$ cat config.mk
export PLATFORM = sky130hd
export DESIGN_NAME = autobaud_det
export DESIGN_NICKNAME = d
export VERILOG_FILES = /design/src/rtl/autobaud_det.sv
export SDC_FILE = /design/constraint.sdc
export NUM_CORES = 1
export LEC_CHECK = 0
export CAP_MARGIN = 20
export CORE_MARGIN = 4
export CORE_UTILIZATION = 59
export DETAILED_ROUTE_END_ITERATION = 6
export PLACE_DENSITY = 0.82
export SYNTH_ARGS = -nofsm -noshare
export SYNTH_HDL_FRONTEND = slang
export SYNTH_SLANG_ARGS = --single-unit
export TNS_END_PERCENT = 50
$ cat constraint.sdc
create_clock -name clk_i -period 3.6 [get_ports clk_i]
set_clock_uncertainty 0.2 [all_clocks]
set_input_delay 0.54 -clock clk_i [delete_from_list [all_inputs] [get_ports clk_i]]
set_output_delay 0.54 -clock clk_i [all_outputs]
set_load 0.02 [all_outputs]
$ cat src/rtl/autobaud_det.sv
// Measures the bit period of a 0x55 calibration character on rx_i and
// converts it into the modulo value that drives baud_gen.
module autobaud_det #(
  parameter int unsigned WIDTH   = 32,
  parameter int unsigned MIN_SEG = 8,
  parameter int unsigned TIMEOUT = 2**24
) (
  input  logic             clk_i,
  input  logic             rst_i,
  input  logic             rx_i,
  input  logic             arm_i,
  output logic [WIDTH-1:0] baud_modulo_o,
  output logic             valid_o,
  output logic             done_o,
  output logic             err_o,
  output logic             busy_o
);

  typedef enum logic [2:0] {
    S_IDLE,
    S_WAIT_IDLE,
    S_WAIT_FALL,
    S_MEASURE,
    S_REPORT
  } state_t;

  state_t           r_state;
  logic             r_sync1;
  logic             r_rxS;
  logic             r_rxD;
  logic [WIDTH-1:0] r_tot;
  logic [WIDTH-1:0] r_seg;
  logic [2:0]       r_nfall;
  logic [WIDTH-1:0] r_modulo;
  logic             r_valid;
  logic             r_done;
  logic             r_err;
  logic             r_busy;
  logic             w_fall;
  logic             w_edge;

  assign w_fall = r_rxD & ~r_rxS;
  assign w_edge = r_rxD ^ r_rxS;

  // Synchronizer resets to the idle-high line level so reset never looks like a fall.
  always_ff @(posedge clk_i) begin
    if (rst_i) begin
      r_sync1 <= 1'b1;
      r_rxS   <= 1'b1;
      r_rxD   <= 1'b1;
    end else begin
      r_sync1 <= rx_i;
      r_rxS   <= r_sync1;
      r_rxD   <= r_rxS;
    end
  end

  // S_REPORT keeps the FSM busy during the done/err pulse cycle, so an arm
  // arriving alongside the pulse is ignored and busy drops one cycle later.
  always_ff @(posedge clk_i) begin
    if (rst_i) begin
      r_state  <= S_IDLE;
      r_tot    <= '0;
      r_seg    <= '0;
      r_nfall  <= '0;
      r_modulo <= '0;
      r_valid  <= 1'b0;
      r_done   <= 1'b0;
      r_err    <= 1'b0;
      r_busy   <= 1'b0;
    end else begin
      r_done <= 1'b0;
      r_err  <= 1'b0;
      case (r_state)
        S_IDLE: begin
          if (arm_i) begin
            r_state <= S_WAIT_IDLE;
            r_valid <= 1'b0;
            r_seg   <= '0;
            r_busy  <= 1'b1;
          end
        end
        S_WAIT_IDLE: begin
          if (!r_rxS) begin
            r_seg <= '0;
          end else if (r_seg == WIDTH'(MIN_SEG - 1)) begin
            r_state <= S_WAIT_FALL;
          end else begin
            r_seg <= r_seg + 1'b1;
          end
        end
        S_WAIT_FALL: begin
          if (w_fall) begin
            r_state <= S_MEASURE;
            r_tot   <= WIDTH'(1);
            r_seg   <= WIDTH'(1);
            r_nfall <= '0;
          end
        end
        S_MEASURE: begin
          r_tot <= r_tot + 1'b1;
          r_seg <= w_edge ? WIDTH'(1) : r_seg + 1'b1;
          if (w_edge && (r_seg < WIDTH'(MIN_SEG))) begin
            r_err   <= 1'b1;
            r_state <= S_REPORT;
          end else if (r_tot == WIDTH'(TIMEOUT)) begin
            r_err   <= 1'b1;
            r_state <= S_REPORT;
          end else if (w_fall) begin
            if (r_nfall == 3'd3) begin
              // tot spans 8 bit times here; >>4 gives half a bit, the baud_gen toggle period.
              r_modulo <= (r_tot >> 4) - WIDTH'(1);
              r_valid  <= 1'b1;
              r_done   <= 1'b1;
              r_state  <= S_REPORT;
            end else begin
              r_nfall <= r_nfall + 3'd1;
            end
          end
        end
        S_REPORT: begin
          r_state <= S_IDLE;
          r_busy  <= 1'b0;
        end
        default: begin
          r_state <= S_IDLE;
          r_busy  <= 1'b0;
        end
      endcase
    end
  end

  assign baud_modulo_o = r_modulo;
  assign valid_o       = r_valid;
  assign done_o        = r_done;
  assign err_o         = r_err;
  assign busy_o        = r_busy;

endmodule

==> qor.yml <==
layout:
  diodes: 0
  finalNetCount: 726
  drive_above_1_share: 0.0851
  fill_cells: 840
  stdcell_area_um2: 6360
  synthToLayoutAreaGrowth_pct: 8.87
run_status:
  status: "finished clean"
yosys:
  synthMuxAreaShare: 0.0210
  ys_types: 57
  syn_avg_cell_area_um2: 8.20
  synth.area.top_cells: "dfxtp_1 (36%), a21oi_1 (5.8%), xnor2_1 (4.0%)"
  netlist_area_um2: 5840
  synthCells: 712
  ys_ff_latch: 106
  synth_warnings: 0
  yosys.area_share.adder: 0.0193
  async_reset_ff_frac: 0
  synthXorXnorAreaFrac: 0.0555
  syn-num-nets: 725
  yosysTopAreaCellShare: 0.363
  yosysTopAreaCell: "dfxtp_1"
  synth_ff_type: "dfxtp_1"
  yosys.area_share.simple: 0.301
  yosysSeqAreaShare: 0.363
  synth-edff-count: 0
  synth_top_family_by_area: "simple AND/OR/NAND/NOR gates"
  synth_compound_area_frac: 0.173
clocking:
  postCtsSetupBuffers: 0
  cts.path.max_buffers: 2
  clkTransAtPathRegs_ns: 0.10
  holdBufCountCts: 0
  clock_sinks: 106
  cts_tree: "done"
  cts_resized: 0
  clk_latency_ns: 0.38
  h-tree-depth: 3
  cts-root-buf: "clkbuf_8"
  numCtsBuffers: 9
sta:
  layout_setup_ws_ns: 0.635
  setup_viol_count_final: 0
  fin_crit_sh: 0.824
  finalHoldViolCount: 0
  slew_headroom: 0.302
  tns_ns: 0
  final_max_slew_viol_count: 0
  max_slew.worst_pin.slew_ns: 1.05
  rsz0062_at_grt: "false"
  fin_crit_ns: 2.96
  fin_hold_ws_ns: 0.220
  fmax_mhz: 337
setup_path:
  arrival_ns: 3.08
  path_class: "reg -> reg"
  cpMaxStageDelayCell: "dfxtp_1"
  crit_cells: 6
  worst-r2r-cell-count: 6
  crit_chain: "nand3b_1, buf_4, nor4_1, or4b_1, or3_1, a21oi_1"
  cp_data_required_time_ns: 3.71
  cp_max_fo: 16
  endpoint_kind: "flop"
  critical_path.max_stage_delay_ns: 0.65
  path_delay_family: "simple AND/OR/NAND/NOR gates"
  start_kind: "flop"
  crit_buf_inv: 1
power:
  power_w: 0.00204
  p_leak_nw: 2.05
  ir_drop_uv: 192
  swShare: 0.225
  power_density_nw_per_um2: 321
  power_frac_comb: 0.031
  switchingPower_w: 0.000459
  clkPwrFrac: 0.391
  pwr-share-seq: 0.578
  p_int_w: 0.00158
grt:
  grt_overflow: 0
  grt_pass1_vias: 4846
  grt_util_met2: 0.397
  grtUsageTotal: 0.243
  busiest_layer: "met2"
  met3_usage: 0.0312
  grt_use_met1: 0.330
  grt_max_degree: 40
  grt_antenna_before_repair: 0
  grt_pass1_wl_um: 23300
detailed_routing:
  avgViaCountPerCell: 6.34
  avgRoutedWirePerCell_um: 16.4
  drtIter0Drc: 346
  ant_nets: 0
  route.detailed.drc: 0
  drt-total-wl_um: 14000
  first_pass_iters: 5
  vias: 5393
die:
  rows: 36
  dieArea_um2: 11600
  core_um2: 9680
  die_w_um: 107
  die_h_um: 107
  io_pins: 40
  initial_utilization: 0.603
placement:
  place_congestion: 0.953
  dp.final_hpwl_um: 9810
  pre_cts_ws_ns: 0.641
  port_buffers: 39
  dpl_cell_area_um2: 6150
min_path:
  holdCritPathClass: "reg -> reg"
  hold-path-cell-count: 1
job:
  max_cap_violations: 0
==> worst register-to-register path, delay by kind of cell, from the launching register on <==
kind | cells | cell delay (ns)
simple gates | 4 | 1.70
flops | 1 | 0.65
buf+inv | 1 | 0.20
compound gates | 1 | 0.16
==> cells in the final DEF, fill, tap and decap left out, drive strengths merged, types with 12 or more instances in the layout <==
cell           count
nand2             47
a211oi            29
or4               22
nand3             38
nand4             29
nor4              28
dfxtp            106
nor3              25
nor2              49
inv               19
xnor2             27
or3               21
buf               12
clkdlybuf4s50     38
o21ai             18
a21oi             72
==> per-stage QoR <==
step | instances | utilization
4_1_cts | 850 | 0.657
6_report | 850 | 0.657
2_1_floorplan | 712 | -
3_5_place_dp | 835 | 0.635
3_3_place_gp | 835 | 0.635
5_1_grt | 850 | 0.657
==> registers in the layout (all words and copies together), names as in the netlist <==
name,count
valid_o,1
done_o,1
r_rxS,1
err_o,1
baud_modulo_o,29
r_nfall,3
r_state,3
r_tot,32
r_rxD,1
r_sync1,1
r_seg,32
busy_o,1
==> layout make-up <==
cell class                 instances  area [um2]  area share
clock buffer                      10         128      0.0201
clock inverter                     5        78.8      0.0124
inverter                          18        67.6      0.0106
multi-input combinational        528        3330       0.523
sequential                       106        2120       0.334
tap                              133         166      0.0262
timing repair buffer              50         468      0.0736
==> cell usage after synthesis (all sizes together) (17+ instances only) <==
master	count
a211oi	29
inv	18
nand3	38
nand4	29
or4	22
a21oi	72
nor3	25
nor4	28
or3	21
nand2	47
xnor2	27
o21ai	18
dfxtp	106
buf	17
clkbuf	42
nor2	49
==> power by group through the flow <==
| stage | combinational [W] | sequential, W | clock, W |
|---|---|---|---|
| CTS | 0.0000626 | 0.00118 | 0.000801 |
| global route | 0.0000689 | 0.00118 | 0.000848 |
| finish | 0.0000631 | 0.00118 | 0.000798 |
| floorplan | 0.0000450 | 0.00121 | 0 |
| global placement | 0.0000609 | 0.00121 | 0 |
| detailed placement | 0.0000625 | 0.00121 | 0 |
==> per-layer routing <==
metal	part of all wire	vias to the layer above
met1	0.45	2530
met3	0.061	19
met5	0	-
li1	-	2647
met4	0.016	0
met2	0.47	197
==> worst paths after layout <==
path | startpoint | endpoint | slack, ns
max | r_state[1]$_SDFFE_PP0P_ | r_tot[27]$_SDFFE_PP0P_ | 0.64
min | r_sync1$_SDFF_PP1_ | r_rxS$_SDFF_PP1_ | 0.22
max reg2reg | r_state[1]$_SDFFE_PP0P_ | r_tot[27]$_SDFFE_PP0P_ | 0.64
min reg2reg | r_sync1$_SDFF_PP1_ | r_rxS$_SDFF_PP1_ | 0.22
==> kinds of logic (layout without fill, tap and decap cells) <==
logic type	count (synthesis)	in the layout
adders and majority gates	9	9
muxes	11	11
DFF	106	106
buffers and inverters	78	83
AOI/OAI and AO/OA	158	158
and+or+nand+nor	313	313
xor gates and xnor gates	37	37
(Power assumes the default switching activity.)
